**config.mk**
```make
export PLATFORM = sky130hd
export DESIGN_NAME = ecdsa_share_combiner
export DESIGN_NICKNAME = d
export VERILOG_FILES = /design/src/rtl/ecdsa_pkg.sv /design/src/rtl/mod_n_adder.sv /design/src/rtl/ecdsa_share_combiner.sv
export SDC_FILE = /design/constraint.sdc
export NUM_CORES = 2
export LEC_CHECK = 0
export BUFFER_PORTS_ARGS = -buffer_cell sky130_fd_sc_hd__buf_2
export CAP_MARGIN = 20
export CORE_AREA = 3 3 498 500
export DETAILED_ROUTE_END_ITERATION = 12
export DIE_AREA = 0 0 501 503
export PLACE_DENSITY = 0.55
export REMOVE_ABC_BUFFERS = 1
export SLEW_MARGIN = 20
export SYNTH_ARGS = -nofsm -noshare
export SYNTH_HDL_FRONTEND = slang
export SYNTH_SLANG_ARGS = --single-unit
```
**constraint.sdc**
```tcl
create_clock -name clk -period 18.3 [get_ports clk]
set_clock_uncertainty 0.2 [all_clocks]
set_input_delay 2.745 -clock clk [delete_from_list [all_inputs] [get_ports clk]]
set_output_delay 2.745 -clock clk [all_outputs]
set_load 0.1 [all_outputs]
```
**src/rtl/ecdsa_pkg.sv**
```systemverilog
// Shared constants and types for the threshold ECDSA datapath (P-256 group order).
package ecdsa_pkg;

  localparam int unsigned SCALAR_W = 256;
  localparam int unsigned HASH_W   = 128;
  localparam int unsigned CODE_W   = 3;

  localparam logic [SCALAR_W-1:0] N_ORDER =
    256'hFFFFFFFF00000000FFFFFFFFFFFFFFFFBCE6FAADA7179E84F3B9CAC2FC632551;
  // n is odd, so (n-1)/2 is a plain shift
  localparam logic [SCALAR_W-1:0] HALF_N = N_ORDER >> 1;

  localparam logic [CODE_W-1:0] ERR_NONE = 3'd0;
  localparam logic [CODE_W-1:0] ERR_R    = 3'd1;
  localparam logic [CODE_W-1:0] ERR_HASH = 3'd2;
  localparam logic [CODE_W-1:0] ERR_ZERO = 3'd3;

  typedef enum logic [2:0] {
    IDLE    = 3'd0,
    COLLECT = 3'd1,
    ACCUM   = 3'd2,
    FINAL   = 3'd3,
    DONE    = 3'd4,
    ERROR   = 3'd5
  } state_t;

  typedef struct packed {
    logic [SCALAR_W-1:0] r;
    logic [SCALAR_W-1:0] s;
  } signature_t;

endpackage

```
**src/rtl/mod_n_adder.sv**
```systemverilog
// Combinational (a + b) mod n for operands already reduced below n.
module mod_n_adder
  import ecdsa_pkg::*;
(
  input  logic [SCALAR_W-1:0] a,
  input  logic [SCALAR_W-1:0] b,
  output logic [SCALAR_W-1:0] sum_c
);

  logic [SCALAR_W:0] sum;
  logic [SCALAR_W:0] diff;

  // a + b < 2n, so one conditional subtract suffices; a borrow means sum < n
  always_comb begin
    sum   = {1'b0, a} + {1'b0, b};
    diff  = sum - {1'b0, N_ORDER};
    sum_c = diff[SCALAR_W] ? sum[SCALAR_W-1:0] : diff[SCALAR_W-1:0];
  end

endmodule

```
**src/rtl/ecdsa_share_combiner.sv**
```systemverilog
// Collects Lagrange-weighted ECDSA s-shares and sums them mod n into {r, s}.
// Optional build macro LOW_S_NORMALIZE_EN: emit canonical low-s in FINAL.
module ecdsa_share_combiner
  import ecdsa_pkg::*;
#(
  parameter int unsigned MAX_SHARES = 8,
  parameter int unsigned THRESHOLD  = 3,
  parameter int unsigned IDX_W      = $clog2(MAX_SHARES)
) (
  input  logic                  clk,
  input  logic                  reset,
  input  logic                  start,
  input  logic [HASH_W-1:0]     message_hash,
  input  logic                  share_valid,
  output logic                  share_ready,
  input  logic [IDX_W-1:0]      share_index,
  input  logic [HASH_W-1:0]     share_hash,
  input  logic [SCALAR_W-1:0]   share_r,
  input  logic [SCALAR_W-1:0]   share_s,
  output logic [2*SCALAR_W-1:0] signature_out,
  output logic                  done,
  output logic                  error,
  output logic [CODE_W-1:0]     error_code,
  output logic                  share_reject,
  output logic [IDX_W:0]        shares_accepted
);

  state_t                state_q, state_d;
  logic [SCALAR_W-1:0]   acc_q, acc_d;
  logic [SCALAR_W-1:0]   operand_q, operand_d;
  logic [SCALAR_W-1:0]   r_ref_q, r_ref_d;
  logic [HASH_W-1:0]     hash_q, hash_d;
  logic [MAX_SHARES-1:0] bitmap_q, bitmap_d;
  logic [IDX_W:0]        count_q, count_d;
  signature_t            sig_q, sig_d;
  logic                  done_q, done_d;
  logic                  error_q, error_d;
  logic [CODE_W-1:0]     code_q, code_d;
  logic                  reject_q, reject_d;
  logic                  ready_q, ready_d;

  logic [SCALAR_W-1:0]   acc_sum_c;
  logic [SCALAR_W-1:0]   s_final_c;
  logic                  idx_ok_c;
  logic                  drop_c;

  mod_n_adder u_add (
    .a     (acc_q),
    .b     (operand_q),
    .sum_c (acc_sum_c)
  );

  always_comb begin
`ifdef LOW_S_NORMALIZE_EN
    s_final_c = (acc_q > HALF_N) ? (N_ORDER - acc_q) : acc_q;
`else
    s_final_c = acc_q;
`endif
  end

  // Drop reasons: out-of-range slot, slot already used, or s not reduced mod n
  always_comb begin
    idx_ok_c = 32'(share_index) < MAX_SHARES;
    drop_c   = !idx_ok_c || bitmap_q[share_index] || (share_s >= N_ORDER);
  end

  always_comb begin
    state_d   = state_q;
    acc_d     = acc_q;
    operand_d = operand_q;
    r_ref_d   = r_ref_q;
    hash_d    = hash_q;
    bitmap_d  = bitmap_q;
    count_d   = count_q;
    sig_d     = sig_q;
    error_d   = error_q;
    code_d    = code_q;
    reject_d  = 1'b0;

    if (start) begin
      state_d  = COLLECT;
      acc_d    = '0;
      bitmap_d = '0;
      count_d  = '0;
      sig_d    = '0;
      error_d  = 1'b0;
      code_d   = ERR_NONE;
      hash_d   = message_hash;
    end else begin
      unique case (state_q)
        COLLECT: begin
          if (share_valid && ready_q) begin
            if (drop_c) begin
              reject_d = 1'b1;
            end else if (share_hash != hash_q) begin
              state_d = ERROR;
              error_d = 1'b1;
              code_d  = ERR_HASH;
            end else if ((count_q != '0) && (share_r != r_ref_q)) begin
              state_d = ERROR;
              error_d = 1'b1;
              code_d  = ERR_R;
            end else begin
              bitmap_d[share_index] = 1'b1;
              count_d   = count_q + (IDX_W+1)'(1);
              operand_d = share_s;
              if (count_q == '0) r_ref_d = share_r;
              state_d   = ACCUM;
            end
          end
        end
        ACCUM: begin
          acc_d   = acc_sum_c;
          state_d = (32'(count_q) < THRESHOLD) ? COLLECT : FINAL;
        end
        FINAL: begin
          if (acc_q == '0) begin
            state_d = ERROR;
            error_d = 1'b1;
            code_d  = ERR_ZERO;
          end else begin
            sig_d.r = r_ref_q;
            sig_d.s = s_final_c;
            state_d = DONE;
          end
        end
        default: ;
      endcase
    end

    // done trails the DONE entry by one cycle, keeping latency at handshake+3
    done_d  = (state_q == DONE) && !start;
    ready_d = (state_d == COLLECT);
  end

  always_ff @(posedge clk) begin
    if (reset) begin
      state_q   <= IDLE;
      acc_q     <= '0;
      operand_q <= '0;
      r_ref_q   <= '0;
      hash_q    <= '0;
      bitmap_q  <= '0;
      count_q   <= '0;
      sig_q     <= '0;
      done_q    <= 1'b0;
      error_q   <= 1'b0;
      code_q    <= ERR_NONE;
      reject_q  <= 1'b0;
      ready_q   <= 1'b0;
    end else begin
      state_q   <= state_d;
      acc_q     <= acc_d;
      operand_q <= operand_d;
      r_ref_q   <= r_ref_d;
      hash_q    <= hash_d;
      bitmap_q  <= bitmap_d;
      count_q   <= count_d;
      sig_q     <= sig_d;
      done_q    <= done_d;
      error_q   <= error_d;
      code_q    <= code_d;
      reject_q  <= reject_d;
      ready_q   <= ready_d;
    end
  end

  assign share_ready     = ready_q;
  assign signature_out   = sig_q;
  assign done            = done_q;
  assign error           = error_q;
  assign error_code      = code_q;
  assign share_reject    = reject_q;
  assign shares_accepted = count_q;

endmodule

```
==> flow_metrics.tcl <==
set metrics [dict create \
    outcome "finished clean" \
    power_density_nw_per_um2 69.25 \
    postRouteWirelength_mm 455.1 \
    cell_taking_the_most_area_after_synthesis "dfxtp_1" \
    intPower_w 0.005339 \
    clk_pin_slew_worst_paths_ns 0.06 \
    critPathKind "reg2reg" \
    worst_r2r_path_depth 26 \
    yosysSeqAreaShare_pct 33.07 \
    cell_at_the_root_of_the_clock_tree "clkbuf_16" \
    cap_viol_max_count 0 \
    clkSinkCount 1429 \
    placement.setup.worst_slack_ns 8.169 \
    clock_power_share_pct 50.9 \
    areaGrowthSynthToFinish_pct 17.29 \
    hold_end "signature_out[389]$_SDFFE_PP0P_" \
    final_core_util_pct 41.67 \
    worstSetupStartpointType "flop" \
    finalHoldViolations 0 \
    cts_setup_buffers 0 \
    die_w_um 501 \
    hold_class "reg2reg" \
    synthDominantCellAreaShare_pct 33.07 \
    switching_share_pct 24.01 \
    drtAntennaViolNets 0 \
    antenna_violations_before_repair 108 \
    pwr-share-seq_pct 44.7 \
    first_global_vias 87960 \
    post_drt_via_cell_ratio 5.861 \
    setup_slack_ns 8.516 \
    yosys_warnings 0 \
    post-route-period-util_pct 53.46 \
    rsz0062_at_grt "false" \
    cts-root-to-sink-buffers 3 \
    core.rowCount 181 \
    fp.dieH_um 503 \
    end_kind "flop" \
    maxClockFrequency_ghz 0.1022 \
    maximum_net_fanout_on_the_critical_path 63 \
    r2r-end "acc_q[114]$_SDFFE_PP0P_" \
    worstMarginPinSlew_ns 1.209 \
    drt_pass1_iterations 9 \
    ff2ff_setup_slack_ns 8.52 \
    cts_hold_buffers 0 \
    total_switching_power_w 0.001687 \
    numPortBuffers 1296 \
    synthMostInstantiatedCell "nand2_1" \
    share_of_async_settable_or_async_resettable_flops_after_synthesis_pct 0 \
    grt_usage_pct 34.04 \
    period_needed_ns 9.784 \
    fill_cells 26180 \
    via_count 95100 \
    fp.dieArea_um2 252000 \
    globalplace.congestion 1.039 \
    total_leakage_power_nw 36.43 \
    syn_inst 11950 \
    cp_data_required_time_ns 18.80 \
    post_cts.resized_instances 0 \
    synth.avg_cell_area_um2 7.239 \
    cts_made_buffers 164 \
    crit-reg2reg-launch "acc_q[0]$_SDFFE_PP0P_" \
    relSlewSlack_pct 18.70 \
    irDropWorstVdd_uv 72.31 \
    ys.flop_type "dfxtp_1" \
    synth.ff_latch_count 1429 \
    pwr-share-comb_pct 4.3 \
    fin_nets 13870 \
    post_route_cells_drive_above_1_share_pct 14.89 \
    synth_enable_flop_cells 0 \
    worst_hold_startpoint "r_ref_q[133]$_SDFFE_PP0P_" \
    synth_area_um2 86500 \
    initial_core_util_pct 35.53 \
    dp.final_hpwl_mm 370.4 \
    whs_path_depth 2 \
    tritoncts "yes" \
    main_area_contributors_after_synthesis "dfxtp_1 (33%), nand2_1 (12%), a21oi_1 (11%)" \
    critPathArrivalTime_ns 10.28 \
    grt_start_max_net_pins 186 \
    synth_commonest_cells "nand2_1 (2869), a21oi_1 (1837), dfxtp_1 (1429), nor2_1 (732), clkbuf_1 (542)" \
    post-route-drc-count 0 \
    synth.lib_cells_used.distinct 129 \
    wire_length_of_the_first_global_routing_pass_mm 636.4 \
    globalRoute.totalOverflow 0 \
    clock_latency_ns 0.87 \
    finalMaxSlewViolations 0 \
    fp.coreArea_um2 243500 \
    setup-violations-final 0 \
    floorplan.io_pins 1298 \
    route.detailed.wl_per_inst_um 28.05 \
    initialDrtViolationCount 10330 \
    cts.htree.levels 4 \
]
## routing by layer
| metal | share of wire, % | GRT usage [%] | wire, um | up-vias |
|---|---|---|---|---|
| li1 | - | - | - | 44180 |
| met1 | 42 | 44.38 | 191000 | 45880 |
| met2 | 45 | 53.71 | 203600 | 4131 |
| met3 | 8.3 | 7.681 | 37650 | 845 |
| met4 | 4.9 | 14.89 | 22440 | 58 |
| met5 | 0.094 | 0 | 427 | - |
## critical path, cell delays in order, from the launching register on
cell and delay, ns:
dfxtp_1 0.35, ha_1 0.25, fa_1 0.43, a211oi_2 0.37, o21a_1 0.32, nor2_2 0.12, o211ai_2 0.55, a2111oi_2 0.16
buf_4 0.20, or2_1 0.37, a211oi_1 0.92, and3_1 0.53, nand4_1 0.25, nor4_1 0.25, a22o_1 0.36, a221oi_2 0.19
a21boi_2 0.58, o21ai_2 0.19, buf_4 0.24, a21oi_4 0.28, xor2_4 0.15, buf_4 0.41, buf_4 0.58, buf_4 0.69
nor4_2 0.11, xnor2_1 0.15, a22o_1 0.21
## through the flow
step / instance area [um^2] / TNS [ns] / hold WS (ns) / power, W / instances
floorplan: 83560 / -1685.83 / 0.2295 / 0.003312 / 11240
global placement: 95300 / 0 / 0.2360 / 0.003514 / 15860
detailed placement: 95370 / 0 / 0.2415 / 0.003514 / 15870
CTS: 101300 / 0 / 0.2400 / 0.007089 / 16170
global route: 101400 / 0 / 0.2630 / 0.007231 / 16210
finish: 101500 / 0 / 0.2457 / 0.007026 / 16230
## power by group through the flow
stage               Combinational (W)  Clock, W  Sequential, W
floorplan                    0.000104         0        0.00321
global placement             0.000302         0        0.00321
detailed placement           0.000303         0        0.00321
CTS                          0.000304   0.00364        0.00314
global route                 0.000327   0.00376        0.00314
finish                       0.000303   0.00358        0.00314
## cell type report
type | instances | area [um^2] | area share [%]
Multi-Input combinational cell | 9675 | 54710 | 53.92
Antenna cell | 56 | 140.1 | 0.1381
Sequential cell | 1429 | 28610 | 28.20
Clock inverter | 58 | 1077 | 1.062
Inverter | 135 | 506.7 | 0.4994
Tap cell | 3202 | 4006 | 3.949
Clock buffer | 242 | 4807 | 4.738
Timing Repair Buffer | 1429 | 7605 | 7.495
## layout by cell type (no fill, tap or decap), types with 54 or more instances in the layout
master,count
o21ai_0,462
inv_1,135
o31ai_1,56
nand3_1,187
nand2_1,2867
nor4_1,197
a21oi_1,1837
a21o_1,75
nor3_1,238
o21a_1,84
xnor2_1,503
and3_1,83
clkbuf_16,164
diode_2,56
nor2_1,730
o21bai_1,55
xor2_1,185
dfxtp_1,1429
buf_4,121
nand4_1,397
or3_1,57
o21ai_1,219
mux2i_1,146
a31oi_1,57
buf_2,1295
and4_1,59
ha_1,259
and2_1,54
## worst max path at each step
| stage | endpoint | startpoint | slack (ns) | depth (start not counted) |
|---|---|---|---|---|
| floorplan | r_ref_q[124]$_SDFFE_PP0P_ | share_s[0] | -6.59 | 17 |
| global route | acc_q[83]$_SDFFE_PP0P_ | acc_q[0]$_SDFFE_PP0P_ | 8.11 | 24 |
| CTS | acc_q[83]$_SDFFE_PP0P_ | acc_q[0]$_SDFFE_PP0P_ | 8.82 | 26 |
| finish | acc_q[114]$_SDFFE_PP0P_ | acc_q[0]$_SDFFE_PP0P_ | 8.52 | 26 |
| global placement | r_ref_q[81]$_SDFFE_PP0P_ | share_r[128] | 7.52 | 16 |
| detailed placement | r_ref_q[240]$_SDFFE_PP0P_ | share_s[0] | 8.17 | 20 |
## flip-flops by register name, indices dropped and copies added, names as in the netlist
| register | count |
|---|---|
| r_ref_q | 256 |
| state_q | 3 |
| error | 1 |
| share_ready | 1 |
| acc_q | 256 |
| done | 1 |
| error_code | 2 |
| shares_accepted | 4 |
| signature_out | 512 |
| bitmap_q | 8 |
| hash_q | 128 |
| operand_q | 256 |
| share_reject | 1 |
## logic make-up (layout without fill, tap and decap cells)
family,after synthesis,in the layout,share of synthesized area (%)
simple gates,5200,5200,27.46
compound gates,3365,3365,22.80
fa+ha+maj,260,260,3.769
flops,1429,1429,33.07
other cells,1,57,0.004335
xor+xnor,695,695,7.115
mux,154,154,1.794
buf+inv,845,1864,3.989
Power figures use the tool's default switching activity.
